[src/rtl/clock_mode_ctrl.sv]
`default_nettype none
// ============================================================================
// Module   : clock_mode_ctrl
// Brief    : Real-time hour/minute/second keeper with a debounced two-button
//            run/set state machine and set-field blink control.
// Revision : 1.0
// ============================================================================
module clock_mode_ctrl #(
    parameter int TICK_DIV  = 100_000_000,
    parameter int DB_CYCLES = 2_000_000,
    parameter int BLINK_DIV = 50_000_000
) (
    input  logic       clk,
    input  logic       rst,
    input  logic       btn_mode_i,
    input  logic       btn_inc_i,
    output logic [5:0] hour_o,
    output logic [5:0] minute_o,
    output logic [5:0] second_o,
    output logic [1:0] mode_o,
    output logic [2:0] field_sel_o,
    output logic       blank_o,
    output logic       tick_1hz_o
);

    localparam int PW  = $clog2(TICK_DIV + 1);
    localparam int BW  = $clog2(BLINK_DIV + 1);
    localparam int DBW = $clog2(DB_CYCLES + 1);

    localparam logic [PW-1:0]  PRESC_LAST = PW'(TICK_DIV - 1);
    localparam logic [BW-1:0]  BLINK_LAST = BW'(BLINK_DIV - 1);
    localparam logic [DBW-1:0] DB_LAST    = DBW'(DB_CYCLES - 1);

    typedef enum logic [1:0] {
        ST_RUN   = 2'b00,
        ST_SET_H = 2'b01,
        ST_SET_M = 2'b10,
        ST_SET_S = 2'b11
    } state_t;

    logic [1:0] w_btn_raw;
    logic [1:0] w_press;

    assign w_btn_raw = {btn_inc_i, btn_mode_i};

    // Per button: synchronizer, debounce on a stable sample, rising-edge press.
    for (genvar b = 0; b < 2; b++) begin : g_btn
        logic           sync1_q;
        logic           sync2_q;
        logic           samp_q;
        logic           db_q;
        logic           db_prev_q;
        logic [DBW-1:0] cnt_q;

        always_ff @(posedge clk or negedge rst) begin
            if (!rst) begin
                sync1_q   <= 1'b0;
                sync2_q   <= 1'b0;
                samp_q    <= 1'b0;
                db_q      <= 1'b0;
                db_prev_q <= 1'b0;
                cnt_q     <= '0;
            end else begin
                sync1_q   <= w_btn_raw[b];
                sync2_q   <= sync1_q;
                db_prev_q <= db_q;
                if (sync2_q != samp_q) begin
                    samp_q <= sync2_q;
                    cnt_q  <= '0;
                end else if (samp_q != db_q) begin
                    if (cnt_q == DB_LAST) begin
                        db_q  <= samp_q;
                        cnt_q <= '0;
                    end else begin
                        cnt_q <= cnt_q + DBW'(1);
                    end
                end
            end
        end

        assign w_press[b] = db_q & ~db_prev_q;
    end

    logic w_mode_press;
    logic w_inc_press;

    assign w_mode_press = w_press[0];
    assign w_inc_press  = w_press[1];

    function automatic logic [5:0] wrap_inc(input logic [5:0] v, input logic [5:0] last);
        return (v == last) ? 6'd0 : v + 6'd1;
    endfunction

    state_t          state_q;
    logic [PW-1:0]   presc_q;
    logic [BW-1:0]   blink_cnt_q;
    logic [5:0]      hour_q;
    logic [5:0]      minute_q;
    logic [5:0]      second_q;
    logic [2:0]      field_sel_q;
    logic            blank_q;
    logic            tick_q;

    always_ff @(posedge clk or negedge rst) begin
        if (!rst) begin
            state_q     <= ST_RUN;
            presc_q     <= '0;
            blink_cnt_q <= '0;
            hour_q      <= 6'd0;
            minute_q    <= 6'd0;
            second_q    <= 6'd0;
            field_sel_q <= 3'b000;
            blank_q     <= 1'b0;
            tick_q      <= 1'b0;
        end else begin
            tick_q <= 1'b0;
            case (state_q)
                ST_RUN: begin
                    if (presc_q == PRESC_LAST) begin
                        presc_q  <= '0;
                        tick_q   <= 1'b1;
                        second_q <= wrap_inc(second_q, 6'd59);
                        if (second_q == 6'd59) begin
                            minute_q <= wrap_inc(minute_q, 6'd59);
                            if (minute_q == 6'd59) begin
                                hour_q <= wrap_inc(hour_q, 6'd23);
                            end
                        end
                    end else begin
                        presc_q <= presc_q + PW'(1);
                    end
                    // A tick on the same edge is still applied above.
                    if (w_mode_press) begin
                        state_q     <= ST_SET_H;
                        presc_q     <= '0;
                        field_sel_q <= 3'b100;
                    end
                end
                default: begin
                    presc_q <= '0;
                    if (w_inc_press) begin
                        case (state_q)
                            ST_SET_H: hour_q   <= wrap_inc(hour_q, 6'd23);
                            ST_SET_M: minute_q <= wrap_inc(minute_q, 6'd59);
                            default:  second_q <= wrap_inc(second_q, 6'd59);
                        endcase
                    end
                    if (w_mode_press) begin
                        case (state_q)
                            ST_SET_H: begin
                                state_q     <= ST_SET_M;
                                field_sel_q <= 3'b010;
                            end
                            ST_SET_M: begin
                                state_q     <= ST_SET_S;
                                field_sel_q <= 3'b001;
                            end
                            default: begin
                                state_q     <= ST_RUN;
                                field_sel_q <= 3'b000;
                            end
                        endcase
                    end
                end
            endcase

            // Phase restarts on every state change so the new field shows first.
            if (w_mode_press || state_q == ST_RUN) begin
                blink_cnt_q <= '0;
                blank_q     <= 1'b0;
            end else if (blink_cnt_q == BLINK_LAST) begin
                blink_cnt_q <= '0;
                blank_q     <= ~blank_q;
            end else begin
                blink_cnt_q <= blink_cnt_q + BW'(1);
            end
        end
    end

    assign hour_o      = hour_q;
    assign minute_o    = minute_q;
    assign second_o    = second_q;
    assign mode_o      = state_q;
    assign field_sel_o = field_sel_q;
    assign blank_o     = blank_q;
    assign tick_1hz_o  = tick_q;

endmodule
`default_nettype wire

[config.mk]
export PLATFORM = sky130hd
export DESIGN_NAME = clock_mode_ctrl
export DESIGN_NICKNAME = d
export VERILOG_FILES = /design/src/rtl/clock_mode_ctrl.sv
export SDC_FILE = /design/constraint.sdc
export NUM_CORES = 1
export LEC_CHECK = 0
export BUFFER_PORTS_ARGS = -buffer_cell sky130_fd_sc_hd__buf_2
export CELL_PAD_IN_SITES_DETAIL_PLACEMENT = 0
export CELL_PAD_IN_SITES_GLOBAL_PLACEMENT = 1
export CORE_MARGIN = 3
export CORE_UTILIZATION = 30
export CTS_CLUSTER_SIZE = 14
export DETAILED_ROUTE_END_ITERATION = 8
export PLACE_DENSITY = 0.54
export SKIP_LAST_GASP = 1
export SLEW_MARGIN = 20
export SYNTH_ARGS = -nofsm -noshare
export SYNTH_HDL_FRONTEND = slang
export SYNTH_SLANG_ARGS = --single-unit
export TNS_END_PERCENT = 5
[constraint.sdc]
create_clock -name clk -period 5.1 [get_ports clk]
set_input_delay 0.765 -clock clk [delete_from_list [all_inputs] [get_ports clk]]
set_output_delay 0.765 -clock clk [all_outputs]
set_load 0.01 [all_outputs]
---- Yosys cells after proc, flatten, opt, wreduce, memory -nomap -nowiden ----
Cells that the tools add are included.
storage, ports and cells
  flip-flop bits (word level) ............. 130
  bits of input ports ..................... 4
  output and inout port bits .............. 25
  word-level logic and storage cells ...... 107
operators by class
  $add $sub $neg .......................... 7
  equality and inequality tests ........... 17
  muxes and demuxes ....................... 41
  bitwise logic cells ..................... 7
  reduce and logical (&&, ||, !) cells .... 14
operators with widths
  operator               number
  $mux 21                6
  $mux 6                 18
  $mux 27                3
  $mux 26                2
  $add 21x1->21 const B  2
  $eq 21x21->1 const B   2
  $add 27x1->27 const B  1
  $eq 27x27->1 const B   1
  $add 26x1->26 const B  1
  $eq 26x26->1 const B   1
  $add 6x1->6 const B    3
  $eq 6x6->1 const B     2
  $reduce_bool 2->1      6
  $mux 3                 3
  $reduce_and 3->1       3
  $pmux 2 s2             2
  $eq 6x5->1 const B     1
  $mux 2                 3
  $ne 2x2->1 const B     3
  $not 1->1              5
  $reduce_and 5->1       1
  $mux 1                 4
  $ne 1x1->1             4
  $reduce_and 4->1       1
  7 further kinds        8

---- Depth between registers and ports, before layout ----
Gate-level depths: netlist (run 1).
  word-level depth ........................ 6
  gate-level depth with buffers ........... 8

---- Worst setup path after synthesis (run 1) ----
No wires, ideal clock.
  path kind ............................... register to register
  start ................................... register g_btn[1].cnt_q[7]
  end ..................................... register g_btn[1].cnt_q[11]
  data arrival time ....................... 1.985 ns
  data required time ...................... 4.974 ns
  setup slack ............................. 2.989 ns
  stages on the path, launching flop included .. 7
  buffers on the path ..................... 1
  clock period less this slack ............ 2.111 ns
  cells stage by stage .................... dfrtp_1 or4_1 or4_4 o22a_4 buf_6 a21oi_1 mux2i_1
between the ends
  word-level cells in the longest chain between the ends .. 4
  elaborated cells between the ends (all ways) .. 5
  those cells by class .................... add/sub (1); eq/ne (1); mux (3)
ends and longest elaborated chain
  what                                                  line    text
  from (decl)                                           53      logic [DBW-1:0] cnt_q;
  from (signal assigned)                                75      cnt_q <= cnt_q + DBW'(1);
  $add 21x1->21 / $eq 21x21->1 (equally long branches)  75, 71
  $mux 21 (*)                                           71      if (cnt_q == DB_LAST) begin
  $mux 21 (*)                                           70      end else if (samp_q != db_q) begin
  $mux 21 (*)                                           67      if (sync2_q != samp_q) begin
Mark *: on every way between the ends. The rest lies on a longest branch, timed or not. The select of a mux whose other input is x is not followed.
A chain may end at the register's enable or synchronous reset.

---- Worst setup path in the final report (run 1) ----
  start ................................... register state_q[0] (netlist: mode_o[0])
  end ..................................... register hour_q[3] (netlist: hour_o[3])
between the ends
  word-level cells in the longest chain between the ends .. 3
  elaborated cells between the ends (all ways) .. 9
  those cells by class .................... eq/ne (4); mux (1); reduce/logical (4)
ends and longest elaborated chain
  what                                                              line      text
  from (decl)                                                       94        state_t state_q;
  from (signal assigned)                                            106       state_q <= ST_RUN;
  from (signal assigned)                                            134       state_q <= ST_SET_H;
  from (signal assigned)                                            151       state_q <= ST_SET_M;
  $eq 2x1->1 / $logic_not 2->1 (equally long branches)              142, 117
  $reduce_bool 2->1 (no line) / $ne 2x2->1 (equally long branches)  -
  $reduce_and 5->1 (no line)                                        -
  to (signal assigned)                                              126       hour_q <= wrap_inc(hour_q, 6'd23);
  to (signal assigned)                                              143       ST_SET_H: hour_q <= wrap_inc(hour_q, 6'd23);
  to (decl)                                                         97        logic [5:0] hour_q;
Several ways; a longest one is shown, not always the timed one.

==> qor_table.md, run 1 <==
| Result | This run | Unit |
| --- | --- | --- |
| Buffer count from post-CTS setup fixing | 0 | - |
| Syn Std Cell Area | 0.00670 | mm² |
| Number of vias per cell | 5.21 | - |
| Commonest register cell after synthesis | sky130_fd_sc_hd__dfrtp_1 | - |
| Final worst slack | 2.63 | ns |
| Detailed Route WL | 15,600 | µm |
| Layout Utilization | 35.4 | % |
| Effective utilization at floorplan | 30.6 | % |
| Number of nets in the synthesized netlist | 708 | - |
| # clock sinks | 130 | - |
| Count of unique library cells instantiated by Yosys | 63 | - |
| Reg area | 0.00325 | mm² |
| Die height | 155 | µm |
| Critical Setup Path Class | reg2reg | - |
| Sequential area share after synthesis | 48.6 | % |
| Width of the die | 155 | µm |
| Path type of the worst min-delay path | reg2reg | - |
| Post-detailed-route DRC marker count | 0 | - |
| Total number of vias | 5,271 | - |
| TritonCTS clock tree | built | - |
| Reg2Reg Setup Slack | 2.63 | ns |
| Transition time of the tightest slew-check pin | 1.08 | ns |
| Number of buffers inserted during clock tree synthesis | 17 | - |
| H-tree lvl count | 4 | - |
| Post-route antenna net violation count | 0 | - |
| Highest signal layer in the routed design | met4 | - |
| Deepest clock path buffer count | 2 | - |
| TNS Setup | 0 | ns |
| Final Setup Violations | 0 | - |
| Ys Warns | 0 | - |
| Worst path most repeated cell | sky130_fd_sc_hd__inv_1 | - |
| Final HPWL DP | 10,600 | µm |
| Std-Cell Core Area | 0.0219 | mm² |
| Detailed route wirelength on metal3 | 470 | µm |
| Power density relative to cell area | 316 | mW/mm² |
| Resized cells post-CTS | 0 | - |
| Share of final-layout standard cells stronger than drive strength 1 | 11.5 | % |
| Final-layout fill cell count | 2,230 | - |
| Number of cells traversed by the worst register-to-register path | 7 | - |
| Average wire per standard cell | 15.4 | µm |
| Slew HR | 28.1 | % |
| Final critical delay including setup and external delays | 2.47 | ns |
| Total iterations of the first detailed-routing run | 5 | - |
| Achievable clock frequency | 405 | MHz |
| Post-Route Skew | 0.00908 | ns |
| Area of combinational cells with multiple inputs | 0.00327 | mm² |
| Nature of the critical path endpoint | flip-flop | - |
| Largest net degree at the start of global routing | 98 | - |
| Mapped Avg Cell Area | 9.65 | µm² |
| Cell at the slowest stage of the critical path | sky130_fd_sc_hd__nor4_1 | - |
| Arrival time reported for the critical path endpoint | 2.76 | ns |
| Antenna diodes | 0 | - |
| Final Max Slew Viols | 0 | - |
| Layout Nets | 734 | - |
| Initial detailed-routing violation count | 229 | - |
| Via count of the first global-routing pass | 5,216 | - |
| Termination of the worst setup path | hour_o[3] | - |
| EDFF count, synth | 0 | - |
| Cell chosen for the clock root | sky130_fd_sc_hd__clkbuf_16 | - |
| Portion of the clock cycle consumed by the worst path in the final layout | 48.4 | % |
| RD Place Congestion | 0.799 | - |
| Ports | 29 | - |
| Clock-pin slew of the registers on the worst-case setup and hold paths | 0.06 | ns |
| Crit path largest cell delay | 0.61 | ns |
| Maximum vdd drop | 0.168 | mV |
| Port Buffers | 28 | - |
| Data required time at the worst endpoint | 5.39 | ns |
| Unrepaired setup endpoints after global routing | no | - |
| Std-Cell Rows | 54 | - |
| Final Hold Viols | 0 | - |
| Start of the worst register-to-register path | mode_o[0] | - |
| Area growth syn-to-layout | 15.7 | % |
| Number of cells produced by synthesis | 694 | - |
| Setup crit start | mode_o[0] | - |
| Cells along the critical path | inv_1 > ha_1 > inv_1 > nor4_1 > and4_1 > o21ai_1 > mux2_1 | - |
| Global route total overflow | 0 | - |
| Number of antenna violations at the first check in global routing | 0 | - |
| Post-route met1 wirelength | 7730 | µm |
| Number of storage elements in the synthesis netlist | 130 | - |
| Global Route Usage Sum | 13.4 | % |
| Critical path's top delay family | simple AND/OR/NAND/NOR gates | - |
| Area of the die | 0.0242 | mm² |
| Logic depth of the worst path, buffers included | 7 | - |
| Routed met2 length | 7140 | µm |
| Kind of start point of the critical path | flip-flop | - |
| # Max-Cap Violations | 0 | - |
| Post-synth ARST share | 100 | % |
| Global-route wire length before repair | 26,500 | µm |
| CP Buf/Inv Count | 2 | - |
| Clock latency on the worst-skew pair | 0.42 | ns |
| Maximum fanout encountered on the critical timing path | 5 | - |
| Status | completed | - |
| FF-to-FF End | hour_o[3] | - |
| Leakage power of the design | 0.00333 | µW |
| Worst setup slack before clock tree synthesis | 2.41 | ns |
| Number of hold buffers added after CTS | 0 | - |
## placed cells by master, fill, tap and decap left out, types with 8 or more instances in the layout
cell and n:
sky130_fd_sc_hd__xnor2_1 26, sky130_fd_sc_hd__nand3_1 53, sky130_fd_sc_hd__clkbuf_16 17, sky130_fd_sc_hd__a21oi_1 22, sky130_fd_sc_hd__xor2_1 36, sky130_fd_sc_hd__nand2_1 48, sky130_fd_sc_hd__a31oi_1 17, sky130_fd_sc_hd__nor3_1 19
sky130_fd_sc_hd__nand2b_1 8, sky130_fd_sc_hd__dfrtp_1 130, sky130_fd_sc_hd__inv_1 20, sky130_fd_sc_hd__ha_1 10, sky130_fd_sc_hd__nand4_1 28, sky130_fd_sc_hd__o21ai_0 20, sky130_fd_sc_hd__nor4_1 14, sky130_fd_sc_hd__nor2_1 90
sky130_fd_sc_hd__and4_1 10, sky130_fd_sc_hd__buf_2 27, sky130_fd_sc_hd__and3_1 20
## cell usage after synthesis, types with 4 or more instances
cell type	instances	area (µm²)
sky130_fd_sc_hd__dfrtp_1	130	3250
sky130_fd_sc_hd__nor2_1	90	338
sky130_fd_sc_hd__nand3_1	54	270
sky130_fd_sc_hd__nand2_1	48	180
sky130_fd_sc_hd__xor2_1	36	315
sky130_fd_sc_hd__nand4_1	28	175
sky130_fd_sc_hd__xnor2_1	26	228
sky130_fd_sc_hd__a21oi_1	23	115
sky130_fd_sc_hd__and3_1	20	125
sky130_fd_sc_hd__inv_1	20	75.1
sky130_fd_sc_hd__o21ai_0	20	100
sky130_fd_sc_hd__nor3_1	19	95.1
sky130_fd_sc_hd__a31oi_1	17	106
sky130_fd_sc_hd__clkbuf_1	15	56.3
sky130_fd_sc_hd__nor4_1	15	93.8
sky130_fd_sc_hd__and4_1	10	87.6
sky130_fd_sc_hd__ha_1	10	125
sky130_fd_sc_hd__nand2b_1	8	50.1
sky130_fd_sc_hd__buf_2	7	35.0
sky130_fd_sc_hd__mux2_2	7	78.8
sky130_fd_sc_hd__mux2i_1	7	70.1
sky130_fd_sc_hd__a21o_1	6	45.0
sky130_fd_sc_hd__a22o_1	6	52.6
sky130_fd_sc_hd__and2_1	6	37.5
sky130_fd_sc_hd__o22ai_1	5	31.3
sky130_fd_sc_hd__o31ai_1	5	37.5
sky130_fd_sc_hd__a221oi_1	4	35.0
## registers in the layout, indices dropped and copies added (netlist names)
name / count
mode_o: 2
tick_1hz_o: 1
g_btn.sync1_q: 2
minute_o: 6
g_btn.db_prev_q: 2
g_btn.sync2_q: 2
hour_o: 6
g_btn.cnt_q: 42
blink_cnt_q: 26
presc_q: 27
g_btn.samp_q: 2
blank_o: 1
g_btn.db_q: 2
field_sel_o: 3
second_o: 6
## how the worst min path moves through the flow
stage | endpoint | cells past startpoint | slack [ns] | start
after floorplan | g_btn[0].sync2_q | 0 | 0.33 | g_btn[0].sync1_q
after global placement | g_btn[0].sync2_q | 0 | 0.34 | g_btn[0].sync1_q
after detailed placement | g_btn[0].sync2_q | 0 | 0.34 | g_btn[0].sync1_q
after CTS | g_btn[0].sync2_q | 0 | 0.35 | g_btn[0].sync1_q
after global routing | g_btn[0].sync2_q | 0 | 0.36 | g_btn[0].sync1_q
final | g_btn[0].sync2_q | 0 | 0.35 | g_btn[0].sync1_q
## final cells by class
class                      instances  share of cell area (%)
inverter                          20                   0.968
sequential                       130                    42.0
multi-input combinational        519                    42.2
clock inverter                     9                    1.98
clock buffer                      22                    6.12
timing repair buffer              32                    2.28
tap                              280                    4.52
## where the power goes
part	leakage, µW	internal, µW	switching [µW]
logic	0.00124	21.5	52.9
registers	0.00178	1050	19.2
clock network	0.000302	854	459
## per-layer routing
layer  vias up  track usage [%]
met5         -                0
met4         0             4.17
met3        20             3.25
met2        78             21.4
met1      2611             18.0
li1       2562                -
## kinds of logic (layout without fill, tap and decap cells)
group / Yosys count / in the layout / share of synthesized area (%)
compound gates: 109 / 109 / 10.9
buf+inv: 45 / 83 / 2.84
mux: 15 / 15 / 2.39
flops: 130 / 130 / 48.6
xor+xnor: 62 / 62 / 8.11
fa+ha+maj: 10 / 10 / 1.87
simple gates: 323 / 323 / 25.3
## metrics by stage
step           hold slack (ns)  instances  total power, µW  cell area (µm²)
2_1_floorplan            0.331        694             1120             6700
3_3_place_gp             0.343        981             1160             7110
3_5_place_dp             0.339        981             1160             7110
4_1_cts                  0.353       1012             2490             7740
5_1_grt                  0.363       1012             2550             7750
6_report                 0.352       1012             2450             7750
(Power assumes the default switching activity.)
==> run 2: changes to the inputs <==
==> constraint.sdc (replaced) <==
create_clock -name clk -period 2.3 [get_ports clk]
set_input_delay 0.345 -clock clk [delete_from_list [all_inputs] [get_ports clk]]
set_output_delay 0.345 -clock clk [all_outputs]
set_load 0.01 [all_outputs]
==> qor_table.md, run 2 (synthesized netlist as in run 1, its figures left out) <==
| Result | This run | Unit | Change |
| --- | --- | --- | --- |
| Area of the die | 0.0242 | mm² | unchanged |
| Total iterations of the first detailed-routing run | 5 | - | unchanged |
| Final critical delay including setup and external delays | 2.18 | ns | -0.287 ns |
| Port Buffers | 28 | - | unchanged |
| Std-Cell Core Area | 0.0219 | mm² | unchanged |
| Area of placed instances | 0.00740 | mm² | +4.0% |
| Share of total power consumed by net switching | 23.6 | % | +2.0 points |
| Final Hold Viols | 0 | - | unchanged |
| Part of the power in registers | 44.1 | % | +0.7 points |
| Final worst slack | 0.116 | ns | -2.51 ns |
| Largest net degree at the start of global routing | 45 | - | -54% |
| Number of buffers inserted during clock tree synthesis | 17 | - | unchanged |
| Final Setup Violations | 0 | - | unchanged |
| Biggest regs | g_btn.cnt_q: 42 flops, presc_q: 27 flops, blink_cnt_q: 26 flops | - |  |
| Share of final-layout standard cells stronger than drive strength 1 | 15.7 | % | +4.3 points |
| Post-route insts no fill | 1,049 | - | +3.7% |
| Cells along the critical path | or4_1 > or4_4 > o22a_4 > nor2_4 > nor2_1 | - |  |
| Cell chosen for the clock root | sky130_fd_sc_hd__clkbuf_16 | - |  |
| Portion of the clock cycle consumed by the worst path in the final layout | 95.0 | % | +47 points |
| Initial detailed-routing violation count | 328 | - | +43% |
| Effective utilization at floorplan | 30.6 | % | unchanged |
| Data required time at the worst endpoint | 2.59 | ns | -2.80 ns |
| Final HPWL DP | 10,900 | µm | +3.4% |
| Status | completed | - |  |
| Deepest clock path buffer count | 2 | - | unchanged |
| Count of placed standard cells including taps | 1,016 | - | +3.6% |
| Nature of the critical path endpoint | flip-flop | - |  |
| Post-detailed-route DRC marker count | 0 | - | unchanged |
| Smallest hold slack | 0.0279 | ns | -0.324 ns |
| Net Switching | 1270 | µW | +140% |
| Global route total overflow | 0 | - | unchanged |
| Cell at the slowest stage of the critical path | sky130_fd_sc_hd__or4_1 | - |  |
| Area growth syn-to-layout | 19.8 | % |  |
| Power share of the clock group | 52.6 | % | -0.9 points |
| Max reg flops | 42 | - | unchanged |
| Power density relative to cell area | 668 | mW/mm² | +110% |
| Global-route wire length before repair | 27,500 | µm | +3.9% |
| Total number of vias | 5,394 | - | +2.3% |
| Area of combinational cells with multiple inputs | 0.00327 | mm² | -0.15% |
| Final-layout fill cell count | 2,237 | - | +0.31% |
| Global Route Usage Sum | 13.8 | % | +0.40 points |
| Average wire per standard cell | 15.1 | µm | -2.2% |
| RD Place Congestion | 0.767 | - | -4.0% |
| Final Max Slew Viols | 0 | - | unchanged |
| # clock sinks | 130 | - | unchanged |
| Std-Cell Rows | 54 | - | unchanged |
| Register ranked first by flip-flop count | g_btn.cnt_q | - |  |
| Layout Utilization | 36.7 | % | +1.2 points |
| Transition time of the tightest slew-check pin | 0.568 | ns | -0.510 ns |
| Critical Setup Path Class | reg2reg | - |  |
| Leakage power of the design | 0.00350 | µW | +5.1% |
| Number of antenna violations at the first check in global routing | 0 | - | unchanged |
| Maximum vdd drop | 0.477 | mV | +180% |
| Arrival time reported for the critical path endpoint | 2.48 | ns | -0.28 ns |
| Kind of start point of the critical path | flip-flop | - |  |
| Post-route antenna net violation count | 0 | - | unchanged |
| Internal Power | 4090 | µW | +110% |
| Leading cell type in the layout, fill and taps excluded | sky130_fd_sc_hd__dfrtp_1 | - |  |
| Maximum fanout encountered on the critical timing path | 16 | - | +11 |
| Via count of the first global-routing pass | 5,394 | - | +3.4% |
| Die height | 155 | µm | unchanged |
| Cell area after layout | 0.00803 | mm² | +3.5% |
| Layout Nets | 770 | - | +4.9% |
| Ports | 29 | - | unchanged |
| Clock-pin slew of the registers on the worst-case setup and hold paths | 0.07 | ns | about the same |
| Unrepaired setup endpoints after global routing | yes | - |  |
| TritonCTS clock tree | built | - |  |
| Width of the die | 155 | µm | unchanged |
| Reg area | 0.00325 | mm² | unchanged |
| Most frequent cells in the layout | sky130_fd_sc_hd__dfrtp_1 (130), sky130_fd_sc_hd__nor2_1 (90), sky130_fd_sc_hd__nand3_1 (54) | - |  |
| Achievable clock frequency | 458 | MHz | +13% |
| Share of power burned in combinational logic | 3.4 | % | +0.4 points |
| Number of vias per cell | 5.14 | - | -1.3% |
| Clock latency on the worst-skew pair | 0.42 | ns | about the same |
| Worst setup slack before clock tree synthesis | 0.138 | ns | -2.28 ns |
| Antenna diodes | 0 | - | unchanged |
| Post-Route Skew | 0.0129 | ns | +0.00383 ns |
| # Max-Cap Violations | 0 | - | unchanged |
| Buffer count from post-CTS setup fixing | 0 | - | unchanged |
| Detailed Route WL | 15,800 | µm | +1.4% |
| Slew HR | 62.1 | % | +34 points |
| Path type of the worst min-delay path | in2reg | - |  |
| H-tree lvl count | 4 | - | unchanged |
| Crit path largest cell delay | 0.52 | ns | -0.09 ns |
-- run 2: changes by cell type in the layout (fill, tap and decap cells not counted), sizes merged --
cell / change
bufinv: -1
dlygate4sd3: +1
clkinvlp: +2
clkinv: +2
buf: +35
inv: +3
clkbuf: -5
-- run 2: power by group through the flow --
stage | sequential (µW) | clock, µW | combinational, µW
floorplan | 2390 | 0 | 101
global placement | 2400 | 0 | 181
detailed placement | 2400 | 0 | 185
CTS | 2360 | 2910 | 188
global route | 2370 | 3010 | 209
finish | 2360 | 2820 | 180
-- run 2: worst paths after layout --
kind	cells past startpoint	start	endpoint	slack, ns
worst min-delay path	1	btn_inc_i	g_btn[1].sync1_q	0.03
min in group asynchronous	2	rst	second_o[2]	0.44
worst min register to register	0	g_btn[0].sync1_q	g_btn[0].sync2_q	0.37
max in group asynchronous	3	rst	blank_o	1.17
worst max-delay path	5	g_btn[1].cnt_q[7]	g_btn[1].cnt_q[12]	0.12
worst max register to register	5	g_btn[1].cnt_q[7]	g_btn[1].cnt_q[12]	0.12
-- run 2: layout make-up --
type | count | share of cell area (%)
sequential | 130 | 40.5
clock inverter | 15 | 2.28
inverter | 20 | 0.935
multi-input combinational | 519 | 40.7
clock buffer | 17 | 5.30
tap | 280 | 4.36
timing repair buffer | 68 | 5.91
-- run 2: repair_timing --
item                                    in CTS  in global routing
endpoints found under the setup margin       0                  2
endpoints found under the hold margin       41                  0
hold buffers                                 1                  0
gates resized for setup                      0                  1
-- run 2: routing by layer --
layer,wire [µm],track usage [%],vias up
met1,7960,19.5,2679
met4,176,4.21,0
met5,0,0,-
met2,7280,21.5,66
li1,-,-,2637
met3,388,2.67,12
-- run 2: metrics by stage --
step,TNS (ns),total power [µW]
after floorplan,0,2490
after global placement,0,2580
after detailed placement,0,2590
after CTS,0,5450
after global routing,-0.00208,5580
final,0,5360
-- run 2: critical path, delay by kind of cell, from the launching register on --
family	cells	cell delay (ns)
and+or+nand+nor	4	1.36
DFF	1	0.37
AOI/OAI and AO/OA	1	0.32
